[config.mk]
export PLATFORM = sky130hd
export DESIGN_NAME = sram_axi_bridge_mo
export DESIGN_NICKNAME = d
export VERILOG_FILES = /design/src/rtl/sram_axi_bridge_mo.sv
export SDC_FILE = /design/constraint.sdc
export NUM_CORES = 1
export LEC_CHECK = 0
export BUFFER_PORTS_ARGS = -buffer_cell sky130_fd_sc_hd__buf_2
export CORE_AREA = 2 2 151 153
export CTS_CLUSTER_SIZE = 25
export DETAILED_ROUTE_END_ITERATION = 8
export DIE_AREA = 0 0 153 155
export PLACE_DENSITY = 0.62
export RECOVER_POWER = 25
export SETUP_SLACK_MARGIN = 0.05
export SKIP_CTS_REPAIR_TIMING = 1
export SLEW_MARGIN = 10
export SYNTH_ARGS = -nofsm -noshare
export SYNTH_HDL_FRONTEND = slang
export SYNTH_SLANG_ARGS = --single-unit
[constraint.sdc]
create_clock -name clk -period 2.2 [get_ports clk]
set_input_delay 0.33 -clock clk [delete_from_list [all_inputs] [get_ports clk]]
set_output_delay 0.33 -clock clk [all_outputs]
set_load 0.05 [all_outputs]
[src/rtl/sram_axi_bridge_mo.sv]
`default_nettype none
// ============================================================================
// Module   : sram_axi_bridge_mo
// Purpose  : Bridges the CPU inst (read-only) and data (read/write)
//            SRAM-like ports onto a single AXI3 master. Up to MAX_RD reads
//            may be outstanding per port, and one write. The data port wins
//            arbitration for the shared AR slot. Data reads and writes are
//            mutually exclusive, so data-port completions always come back
//            in request order.
// Ports    : clk, reset          - clock, synchronous active-high reset
//            inst_*              - SRAM-like instruction port (reads only)
//            data_*              - SRAM-like data port (reads and writes)
//            ar*/r*              - AXI3 read address / read data channels
//            aw*/w*/b*           - AXI3 write address / data / response
// Revision : 1.0 - initial release
// ============================================================================
module sram_axi_bridge_mo #(
    parameter int AW      = 32,
    parameter int DW      = 32,
    parameter int ID_W    = 4,
    parameter int INST_ID = 0,
    parameter int DATA_ID = 1,
    parameter int MAX_RD  = 2
) (
    input  logic              clk,
    input  logic              reset,
    // instruction port
    input  logic              inst_req,
    input  logic [2:0]        inst_size,
    input  logic [AW-1:0]     inst_addr,
    output logic              inst_addr_ok,
    output logic              inst_data_ok,
    output logic [DW-1:0]     inst_rdata,
    // data port
    input  logic              data_req,
    input  logic              data_wr,
    input  logic [2:0]        data_size,
    input  logic [DW/8-1:0]   data_wstrb,
    input  logic [AW-1:0]     data_addr,
    input  logic [DW-1:0]     data_wdata,
    output logic              data_addr_ok,
    output logic              data_data_ok,
    output logic [DW-1:0]     data_rdata,
    // AR channel
    output logic [ID_W-1:0]   arid,
    output logic [AW-1:0]     araddr,
    output logic [3:0]        arlen,
    output logic [2:0]        arsize,
    output logic [1:0]        arburst,
    output logic [1:0]        arlock,
    output logic [3:0]        arcache,
    output logic [2:0]        arprot,
    output logic              arvalid,
    input  logic              arready,
    // R channel
    input  logic [ID_W-1:0]   rid,
    input  logic [DW-1:0]     rdata,
    input  logic [1:0]        rresp,
    input  logic              rlast,
    input  logic              rvalid,
    output logic              rready,
    // AW channel
    output logic [ID_W-1:0]   awid,
    output logic [AW-1:0]     awaddr,
    output logic [3:0]        awlen,
    output logic [2:0]        awsize,
    output logic [1:0]        awburst,
    output logic [1:0]        awlock,
    output logic [3:0]        awcache,
    output logic [2:0]        awprot,
    output logic              awvalid,
    input  logic              awready,
    // W channel
    output logic [ID_W-1:0]   wid,
    output logic [DW-1:0]     wdata,
    output logic [DW/8-1:0]   wstrb,
    output logic              wlast,
    output logic              wvalid,
    input  logic              wready,
    // B channel
    input  logic [ID_W-1:0]   bid,
    input  logic [1:0]        bresp,
    input  logic              bvalid,
    output logic              bready
);

    localparam int              CW        = $clog2(MAX_RD + 1);
    localparam int              SW        = DW / 8;
    localparam logic [ID_W-1:0] c_inst_id = ID_W'(INST_ID);
    localparam logic [ID_W-1:0] c_data_id = ID_W'(DATA_ID);
    localparam logic [CW-1:0]   c_max_rd  = CW'(MAX_RD);

    // AR slot
    logic              r_arvalid;
    logic [AW-1:0]     r_araddr;
    logic [2:0]        r_arsize;
    logic [ID_W-1:0]   r_arid;
    // read bookkeeping
    logic              r_rready;
    logic [CW-1:0]     r_cnt_i;
    logic [CW-1:0]     r_cnt_d;
    // write path
    logic              r_wr_busy;
    logic              r_awvalid;
    logic              r_wvalid;
    logic [AW-1:0]     r_awaddr;
    logic [2:0]        r_awsize;
    logic [DW-1:0]     r_wdata;
    logic [SW-1:0]     r_wstrb;

    logic w_slot_free;
    logic w_data_rd_acc;
    logic w_inst_rd_acc;
    logic w_wr_acc;
    logic w_r_hs;
    logic w_inst_rok;
    logic w_data_rok;
    logic w_bready;
    logic w_b_hs;
    logic w_unused;

    // Response status and burst markers carry no information for single-beat
    // transfers, and errors are not reported back to the CPU.
    assign w_unused = ^{rresp, rlast, bid, bresp};

    // ------------------------------------------------------------------
    // Request acceptance. The AR slot only refills while arvalid is low, so
    // the handshake cycle itself is never a refill cycle: this guarantees at
    // least one idle cycle between AR handshakes.
    // ------------------------------------------------------------------
    assign w_slot_free   = !r_arvalid;

    assign w_data_rd_acc = !reset && data_req && !data_wr && w_slot_free
                           && (r_cnt_d < c_max_rd) && !r_wr_busy;

    assign w_inst_rd_acc = !reset && inst_req && w_slot_free
                           && (r_cnt_i < c_max_rd) && !w_data_rd_acc;

    // A write waits until every data read has returned; the slot test is
    // redundant with the counter today but keeps the rule local.
    assign w_wr_acc      = !reset && data_req && data_wr && !r_wr_busy
                           && (r_cnt_d == '0)
                           && !(r_arvalid && (r_arid == c_data_id));

    assign inst_addr_ok  = w_inst_rd_acc;
    assign data_addr_ok  = w_data_rd_acc || w_wr_acc;

    // ------------------------------------------------------------------
    // Read data return. Beats with an unknown ID, or for a port with
    // nothing outstanding (e.g. left over from before a reset), are
    // accepted and silently dropped.
    // ------------------------------------------------------------------
    assign w_r_hs       = !reset && rvalid && r_rready;
    assign w_inst_rok   = w_r_hs && (rid == c_inst_id) && (r_cnt_i != '0);
    assign w_data_rok   = w_r_hs && (rid == c_data_id) && (r_cnt_d != '0);

    // The B response is held off while a data-ID read beat is on the bus so
    // the data port never sees two completions in the same cycle.
    assign w_bready     = !reset && r_wr_busy && !r_awvalid && !r_wvalid
                          && !(rvalid && (rid == c_data_id));
    assign w_b_hs       = bvalid && w_bready;

    assign inst_data_ok = w_inst_rok;
    assign data_data_ok = w_data_rok || w_b_hs;
    assign inst_rdata   = rdata;
    assign data_rdata   = rdata;

    // ------------------------------------------------------------------
    // AR slot register
    // ------------------------------------------------------------------
    always_ff @(posedge clk) begin
        if (reset) begin
            r_arvalid <= 1'b0;
            r_araddr  <= '0;
            r_arsize  <= '0;
            r_arid    <= '0;
        end else if (w_data_rd_acc) begin
            r_arvalid <= 1'b1;
            r_araddr  <= data_addr;
            r_arsize  <= data_size;
            r_arid    <= c_data_id;
        end else if (w_inst_rd_acc) begin
            r_arvalid <= 1'b1;
            r_araddr  <= inst_addr;
            r_arsize  <= inst_size;
            r_arid    <= c_inst_id;
        end else if (r_arvalid && arready) begin
            r_arvalid <= 1'b0;
        end
    end

    // ------------------------------------------------------------------
    // Outstanding-read counters and rready
    // ------------------------------------------------------------------
    always_ff @(posedge clk) begin
        if (reset) begin
            r_rready <= 1'b0;
            r_cnt_i  <= '0;
            r_cnt_d  <= '0;
        end else begin
            r_rready <= 1'b1;
            case ({w_inst_rd_acc, w_inst_rok})
                2'b10:   r_cnt_i <= r_cnt_i + 1'b1;
                2'b01:   r_cnt_i <= r_cnt_i - 1'b1;
                default: r_cnt_i <= r_cnt_i;
            endcase
            case ({w_data_rd_acc, w_data_rok})
                2'b10:   r_cnt_d <= r_cnt_d + 1'b1;
                2'b01:   r_cnt_d <= r_cnt_d - 1'b1;
                default: r_cnt_d <= r_cnt_d;
            endcase
        end
    end

    // ------------------------------------------------------------------
    // Write path: AW and W are launched together and retire independently;
    // the write stays busy until its B response is taken.
    // ------------------------------------------------------------------
    always_ff @(posedge clk) begin
        if (reset) begin
            r_wr_busy <= 1'b0;
            r_awvalid <= 1'b0;
            r_wvalid  <= 1'b0;
            r_awaddr  <= '0;
            r_awsize  <= '0;
            r_wdata   <= '0;
            r_wstrb   <= '0;
        end else if (w_wr_acc) begin
            r_wr_busy <= 1'b1;
            r_awvalid <= 1'b1;
            r_wvalid  <= 1'b1;
            r_awaddr  <= data_addr;
            r_awsize  <= data_size;
            r_wdata   <= data_wdata;
            r_wstrb   <= data_wstrb;
        end else begin
            if (r_awvalid && awready) begin
                r_awvalid <= 1'b0;
            end
            if (r_wvalid && wready) begin
                r_wvalid <= 1'b0;
            end
            if (w_b_hs) begin
                r_wr_busy <= 1'b0;
            end
        end
    end

    // ------------------------------------------------------------------
    // Output mapping; all transfers are single-beat INCR, normal access
    // ------------------------------------------------------------------
    assign arid    = r_arid;
    assign araddr  = r_araddr;
    assign arlen   = 4'd0;
    assign arsize  = r_arsize;
    assign arburst = 2'b01;
    assign arlock  = 2'b00;
    assign arcache = 4'b0000;
    assign arprot  = 3'b000;
    assign arvalid = r_arvalid;
    assign rready  = r_rready;

    assign awid    = c_data_id;
    assign awaddr  = r_awaddr;
    assign awlen   = 4'd0;
    assign awsize  = r_awsize;
    assign awburst = 2'b01;
    assign awlock  = 2'b00;
    assign awcache = 4'b0000;
    assign awprot  = 3'b000;
    assign awvalid = r_awvalid;

    assign wid     = c_data_id;
    assign wdata   = r_wdata;
    assign wstrb   = r_wstrb;
    assign wlast   = 1'b1;
    assign wvalid  = r_wvalid;

    assign bready  = w_bready;

endmodule
`default_nettype wire
==> results of run 1 <==
sequential cells by signal (all words and copies together) (netlist names):
register / count
araddr: 32
awaddr: 32
wdata: 32
wstrb: 4
arsize: 3
awsize: 3
r_cnt_d: 2
r_cnt_i: 2
arid: 1
arvalid: 1
awvalid: 1
r_wr_busy: 1
rready: 1
wvalid: 1
power groups by stage:
stage | logic, mW | registers, mW | clock network, mW
global route | 1.39 | 2.28 | 3.17
finish | 1.32 | 2.27 | 3.00
floorplan | 0.923 | 2.66 | 0
detailed placement | 1.31 | 2.31 | 0
CTS | 1.31 | 2.27 | 3.10
global placement | 1.30 | 2.31 | 0
worst max-delay path, cell delays in order (launching register included):
cell	delay (ns)
sky130_fd_sc_hd__dfxtp_4	0.35
sky130_fd_sc_hd__or4b_4	0.54
sky130_fd_sc_hd__or2_4	0.30
sky130_fd_sc_hd__buf_6	0.13
sky130_fd_sc_hd__and2_4	0.12
sky130_fd_sc_hd__buf_6	0.14
logic make-up (layout without fill, tap and decap cells):
family                   after synthesis  count (layout)
AO/OA/AOI/OAI                        189             189
XOR/XNOR                               4               4
adder cells (fa/ha/maj)                2               2
buffers and inverters                188             308
flip-flops                           116             116
other                                  2              43
AND/OR/NAND/NOR                      207             207
cell type report:
type	instances	area share, %
clock inverter	10	2.013
antenna	1	0.03300
sequential	116	30.74
timing repair buffer	274	20.45
tap	285	4.703
multi-input combinational	444	35.71
inverter	2	0.09901
clock buffer	22	6.254
per-stage QoR:
| step | setup TNS (ns) | area, um^2 |
|---|---|---|
| floorplan | -0.09094 | 6122 |
| global placement | -0.05900 | 6884 |
| detailed placement | -0.06572 | 6884 |
| CTS | -0.9683 | 7511 |
| global route | -0.3282 | 7582 |
| finish | -0.2045 | 7582 |
metal layers:
| layer | vias to the layer above | part of all wire, % | track usage [%] |
|---|---|---|---|
| met1 | 2735 | 43 | 21.10 |
| met3 | 35 | 6.2 | 4.624 |
| met5 | - | 0 | 0 |
| met4 | 0 | 2.3 | 6.922 |
| met2 | 236 | 48 | 27.93 |
| li1 | 2744 | - | - |
cell usage in the layout, fill, tap and decap left out, types with 4 or more instances in the layout:
cell and count:
sky130_fd_sc_hd__buf_2 222, sky130_fd_sc_hd__dfxtp_1 111, sky130_fd_sc_hd__a21oi_1 75, sky130_fd_sc_hd__nand2_1 73, sky130_fd_sc_hd__nand4_1 71, sky130_fd_sc_hd__o31ai_1 71, sky130_fd_sc_hd__conb_1 42, sky130_fd_sc_hd__nor3_1 35
sky130_fd_sc_hd__buf_4 34, sky130_fd_sc_hd__a311oi_1 25, sky130_fd_sc_hd__clkbuf_16 17, sky130_fd_sc_hd__a311oi_2 10, sky130_fd_sc_hd__clkbuf_1 10, sky130_fd_sc_hd__clkinv_2 5, sky130_fd_sc_hd__buf_12 5, sky130_fd_sc_hd__o21ai_0 4
sky130_fd_sc_hd__dfxtp_2 4, sky130_fd_sc_hd__bufinv_16 4
path summary, 6_finish.rpt:
check / startpoint / to / slack, ns
hold reg to reg: awaddr[28]$_SDFFE_PP0P_ / awaddr[28]$_SDFFE_PP0P_ / 0.46
hold / removal: data_wdata[0] / wdata[0]$_SDFFE_PP0P_ / 0.17
setup / recovery: r_cnt_d[1]$_SDFFE_PP0P_ / inst_addr_ok / -0.12
setup reg to reg: r_cnt_d[1]$_SDFFE_PP0P_ / r_cnt_d[1]$_SDFFE_PP0P_ / 0.10
==> results.md, run 1 <==
- Number of ports placed on the die boundary: roughly 380
- Worst Reg-to-Reg Cells: 7
- TritonCTS Sinks: 116
- Height of the die: 155 um
- IO buf count: 235
- Share of synthesized cell area in full adder, half adder and majority cells: less than 1%
- Clk buf depth: 2
- Power per cell area: 869.2 nW/um^2
- Largest net degree at the start of global routing: 58
- Aggregate global-route resource usage: 16.98%
- Cell count after placement: approximately 1.1k
- Worst-case vdd ir drop: 312.1 uV
- Most numerous cell in the Yosys netlist: sky130_fd_sc_hd__dfxtp_1
- Post-route clock skew: 0.01105 ns
- Initial cell density of the core: 26.72%
- Post-synthesis share of cell area spent on and, or, nand and nor gates: 18.18%
- Area of the core region: 22230 um^2
- Normalized max-slew margin: 15.64%
- Mux contribution to synthesized area: 0%
- Share of flip-flops with an asynchronous set or reset: 0%
- Run status: finished, violations left
- Core Rows: 55
- CP required: 1.87 ns
- Number of setup violations in the final report: 2
- Worst hold slack: 0.1750 ns
- Layout cells sized above 1: 38.13%
- First-pass GRT wire length: roughly 32 mm
- Ratio of final minimum period to clock period: 105.7%
- Sequential cell area: 2331 um^2
- Count of state elements after synthesis: 116
- Via count of the first global-routing pass: 5519
- Post-synth top flop: sky130_fd_sc_hd__dfxtp_1
- Parity-gate share of the synthesized area counting xor and xnor cells: 0.5900%
- Final count of pins violating max slew: 0
- Number of synthesized flops with an enable pin: 0
- Sequential cell fraction of total power: 34.5%
- Final total power: ~6.6 mW
- Area of the die: ~24000 um^2
- Placed wire-length estimate after detailed placement: 13.76 mm
- Overall die width: 153 um
- GRT Residual Overflow: 0
- Dominant combinational cell family by area after synthesis: compound AO/OA/AOI/OAI gates
- Capturing element type of the critical path: output pin
- Critical path startpoint category: flip-flop
- Residual DRC: 0
- Post-CTS clock slew at the launch and capture registers of the worst setup and hold paths: 0.06 ns
- # H-tree levels: 4
- Pre-CTS setup slack: -0.06441 ns
- Multi-input gate area: 2708 um^2
- Via Count: 5750
- Root buffer selected by CTS: sky130_fd_sc_hd__clkbuf_16
- Synthesized area divided by synthesized cell count: 8.387 um^2
- Count of TritonRoute iterations in the first routing pass: 4
- Post-synthesis to final-layout area growth: 27.69%
- Cell type with the largest total area after synthesis: sky130_fd_sc_hd__dfxtp_1
- Share of the core filled with cells: 34.11%
- Pin slew with the least headroom to its limit: roughly 1.3 ns
- CTS tree: done
- Compound-gate portion of the synthesized area: between 20% and 30%
- Final weighted congestion in routability-driven placement: 0.8113
- Cell internal pwr: 4.522 mW
- Timing-limited maximum frequency: 0.4302 GHz
- Final antenna-violating net count: 0
- RSZ-0062 raised after global routing: true
- Switching Share: a little under a third
- Worst min-delay path category: in2reg
- Detail-routed net length per standard cell: approximately 18 um
- Fin crit period: 2.324 ns
- Final Non-Filler Cells: ~1.2k
- Average vias per placed instance: roughly 5
- Number of cells produced by synthesis: 708
- Count of endpoints failing hold in the final timing report: 0
- Failing checks: setup timing
- Top post-synthesis cells by count: sky130_fd_sc_hd__dfxtp_1, sky130_fd_sc_hd__buf_4, sky130_fd_sc_hd__a21oi_1, sky130_fd_sc_hd__nand2_1
- Static leakage power: ~3.2 nW
- Number of stages on the worst hold path: 3
- Initial drt markers: 315
- Arrival @ worst endpoint: 1.99 ns
- Clock buffers created by TritonCTS: 17
- Number of synthesis warnings: 0
- Critical path class: reg2out
- Filler Cells Inserted: 2338
- Portion of total power attributed to combinational logic: between 20% and 30%
- Slack of the critical path: -0.1244 ns
- Critical-path maximum fanout: 5
- Final net count: 1018
- Post-synthesis instance area: 5938 um^2
- Fraction of post-synthesis cell area in the top cell type by area: 39.11%
- Number of distinct standard cells referenced by the synthesized netlist: 36
- Clock share of power: 45.6%
- Count of max-cap constraint violations: 0
- Power spent charging and discharging nets: 2.068 mW
- Clock Latency Late Sink: around 0.41 ns
- Top cells by area, synth: sky130_fd_sc_hd__dfxtp_1, sky130_fd_sc_hd__buf_4, sky130_fd_sc_hd__o31ai_1
- DRT Wirelength: 20.66 mm
- Post-synthesis sequential area ratio: 39.11%
- Number of antenna violations at the first check in global routing: 1
No activity file was read; power rests on OpenSTA's default activity.
==> run 2: changes to the inputs <==
--- a/config.mk
+++ b/config.mk
@@ -5,13 +5,13 @@
 export SDC_FILE = /design/constraint.sdc
 export NUM_CORES = 1
 export LEC_CHECK = 0
+export ABC_AREA = 1
 export BUFFER_PORTS_ARGS = -buffer_cell sky130_fd_sc_hd__buf_2
-export CORE_AREA = 2 2 151 153
+export CORE_AREA = 2 2 149 151
 export CTS_CLUSTER_SIZE = 25
 export DETAILED_ROUTE_END_ITERATION = 8
-export DIE_AREA = 0 0 153 155
+export DIE_AREA = 0 0 151 153
 export PLACE_DENSITY = 0.62
-export RECOVER_POWER = 25
 export SETUP_SLACK_MARGIN = 0.05
 export SKIP_CTS_REPAIR_TIMING = 1
 export SLEW_MARGIN = 10
==> results.md, run 2 <==
- Final antenna-violating net count: 0 (unchanged)
- RSZ-0062 raised after global routing: false
- Post-synthesis to final-layout area growth: 24.25%
- Clock Latency Late Sink: 0.40 ns (about the same)
- Height of the die: 153 um (-1.3%)
- Number of synthesized flops with an enable pin: 0 (unchanged)
- Core Rows: 54 (-1.8%)
- First-pass GRT wire length: 28.57 mm (-9.7%)
- Detail-routed net length per standard cell: 15.67 um (-12%)
- Post-synthesis sequential area ratio: 41.10% (+2.0 points)
- Power per cell area: 904.9 nW/um^2 (+4.1%)
- GRT Residual Overflow: 0 (unchanged)
- Overall die width: 151 um (-1.3%)
- Timing-limited maximum frequency: 0.4924 GHz (+14%)
- Most common cell after layout, fill and taps aside: sky130_fd_sc_hd__buf_2
- Clk buf depth: 2 (unchanged)
- Pin slew with the least headroom to its limit: 0.6787 ns (-0.5867 ns)
- Aggregate global-route resource usage: 16.03% (-0.95 points)
- Arrival @ worst endpoint: 1.70 ns (-0.29 ns)
- Number of cells produced by synthesis: 770 (+8.8%)
- Count of endpoints failing hold in the final timing report: 0 (unchanged)
- Sequential cell area: 2322 um^2 (-0.38%)
- Critical-path maximum fanout: 4 (-1)
- Most prevalent standard cell on the critical path: sky130_fd_sc_hd__nand2_1
- Normalized max-slew margin: 54.75% (+39 points)
- Number of setup violations in the final report: 0 (-2)
- Fraction of post-synthesis cell area in the top cell type by area: 41.10% (+2.0 points)
- Filler Cells Inserted: 2334 (-0.17%)
- Average vias per placed instance: 4.491 (-9.9%)
- DRT Wirelength: 19.01 mm (-8.0%)
- Number of antenna violations at the first check in global routing: 1 (unchanged)
- Ratio of final minimum period to clock period: 92.31% (-13 points)
- Critical path startpoint category: flip-flop
- Placed wire-length estimate after detailed placement: 13.40 mm (-2.6%)
- Final net count: 1083 (+6.4%)
- Worst min-delay path category: in2reg
- Capturing element type of the critical path: output pin
- Cell type with the largest total area after synthesis: sky130_fd_sc_hd__dfxtp_1
- Post-route clock skew: 0.01052 ns (-0.0005308 ns)
- TritonCTS Sinks: 116 (unchanged)
- # H-tree levels: 4 (unchanged)
- Count of state elements after synthesis: 116 (unchanged)
- CTS tree: done
- Root buffer selected by CTS: sky130_fd_sc_hd__clkbuf_16
- CP required: 1.87 ns (about the same)
- Static leakage power: 3.807 nW (+21%)
- Top cells by area, synth: sky130_fd_sc_hd__dfxtp_1, sky130_fd_sc_hd__buf_4, sky130_fd_sc_hd__nor2_1
- Largest net degree at the start of global routing: 74 (+28%)
- Post-CTS clock slew at the launch and capture registers of the worst setup and hold paths: 0.06 ns (about the same)
- IO buf count: 235 (unchanged)
- Via count of the first global-routing pass: 5076 (-8.0%)
- Via Count: 5448 (-5.3%)
- Critical path class: reg2out
- Number of distinct standard cells referenced by the synthesized netlist: 27 (-25%)
- Count of max-cap constraint violations: 0 (unchanged)
- Top post-synthesis cells by count: sky130_fd_sc_hd__nor2_1, sky130_fd_sc_hd__dfxtp_1, sky130_fd_sc_hd__buf_4, sky130_fd_sc_hd__nand3_1, sky130_fd_sc_hd__o21ai_0
- Clock buffers created by TritonCTS: 17 (unchanged)
- Run status: finished, final reports clean
- Number of buffer and inverter instances along the worst setup path: 2 (unchanged)
- Final total power: 6.353 mW (-3.6%)
- Area of the core region: 21490 um^2 (-3.3%)
- Post-synthesis instance area: 5650 um^2 (-4.8%)
- Multi-input gate area: 2277 um^2 (-16%)
- Final weighted congestion in routability-driven placement: 0.7851 (-3.2%)
- Peak per-stage delay on the critical path: 0.35 ns (-0.19 ns)
- Number of ports placed on the die boundary: 383 (unchanged)
- Most numerous cell in the Yosys netlist: sky130_fd_sc_hd__nor2_1
- Sequence of cells on the critical path: nor2_1, nand2_1, nor2_4, inv_4, nand2_1, buf_2
- Fin crit period: 2.031 ns (-0.2936 ns)
- Synthesized area divided by synthesized cell count: 7.338 um^2 (-13%)
- Area of the die: 23100 um^2 (-2.6%)
- Slowest cell on the critical path: sky130_fd_sc_hd__dfxtp_1
- Count of TritonRoute iterations in the first routing pass: 4 (unchanged)
- CP top delay family: simple AND/OR/NAND/NOR gates
- Number of synthesis warnings: 0 (unchanged)
- Residual DRC: 0 (unchanged)
- Worst-case vdd ir drop: 440.1 uV (+41%)
- Layout cells sized above 1: 31.19% (-6.9 points)
- Antenna diode count: 0 (-1)
- Most frequent cells in the layout: sky130_fd_sc_hd__buf_2, sky130_fd_sc_hd__nor2_1, sky130_fd_sc_hd__dfxtp_1
- Initial drt markers: 228 (-28%)
- Initial cell density of the core: 26.30% (-0.42 points)
- Final count of pins violating max slew: 0 (unchanged)
- Share of flip-flops with an asynchronous set or reset: 0% (unchanged)
- Post-synth top flop: sky130_fd_sc_hd__dfxtp_1
- Sum of negative setup slack: 0 ns (+0.2045 ns)
[run 2: changes by cell type after synthesis, sizes merged, moves of 45 or more]
cell,before,now
o31ai,71,1
clkbuf,67,21
nor2,4,165
nand3,1,110
a21oi,77,5
o21ai,4,73
inv,2,47
[run 2: logic make-up (layout without fill, tap and decap cells)]
| group | count (synthesis) | after routing | share of synthesized area [%] |
|---|---|---|---|
| xor gates and xnor gates | 2 | 2 | 0.3101 |
| adders and majority gates | 2 | 2 | 0.4428 |
| and+or+nand+nor | 363 | 363 | 29.01 |
| other | 2 | 42 | 0.1329 |
| AOI/OAI and AO/OA | 81 | 81 | 7.307 |
| DFF | 116 | 116 | 41.10 |
| buffers and inverters | 204 | 327 | 21.70 |
[run 2: layer usage]
metal | GRT usage, % | wire [um] | vias up
met5 | 0 | 13 | -
met4 | 6.186 | 564 | 2
met3 | 5.791 | 1855 | 29
li1 | - | - | 2659
met2 | 28.14 | 9466 | 274
met1 | 17.47 | 7106 | 2484
[run 2: stage by stage]
stage | util (%) | instances | hold WS (ns) | cell area (um^2) | setup slack, ns
2_1_floorplan | - | 810 | 0.4649 | 5808 | -0.0007485
3_3_place_gp | 29.92 | 1181 | 0.4762 | 6429 | 0.1254
3_5_place_dp | 29.92 | 1181 | 0.4885 | 6429 | 0.07164
4_1_cts | 32.68 | 1213 | 0.1210 | 7020 | 0.1287
5_1_grt | 32.68 | 1213 | 0.1262 | 7020 | 0.07499
6_report | 32.68 | 1213 | 0.1431 | 7020 | 0.1692
[run 2: layout make-up]
type | instances | share of cell area (%)
flip-flops and latches | 116 | 33.08
multi-input cells | 490 | 32.44
repair buffers | 248 | 18.50
clock buffers | 18 | 6.256
well taps | 280 | 4.990
inverters | 47 | 2.566
clock inverters | 14 | 2.174
[run 2: final timing paths]
path | cells after the start | slack, ns | endpoint | from
worst min register to register | 2 | 0.50 | arid[0]$_SDFFE_PP0P_ | arid[0]$_SDFFE_PP0P_
worst max-delay path | 6 | 0.17 | data_addr_ok | r_cnt_d[1]$_SDFFE_PP0P_
worst max register to register | 9 | 0.48 | r_cnt_i[1]$_SDFFE_PP0P_ | arvalid$_SDFFE_PP0P_
worst min-delay path | 3 | 0.14 | wdata[30]$_SDFFE_PP0P_ | data_wdata[30]
[run 2: where the power goes]
group / switching (mW) / total [mW] / internal, mW
sequential: 0.0632 / 2.29 / 2.23
combinational: 0.997 / 1.29 / 0.293
clock: 1.06 / 2.77 / 1.71
total: 2.13 / 6.35 / 4.23
[run 2: worst register-to-register path, delay by kind of cell, from the launching register on]
kind	cells	cell delay [ns]
compound gates	4	0.49
fa+ha+maj	1	0.33
buf+inv	1	0.13
flops	1	0.37
simple gates	3	0.27
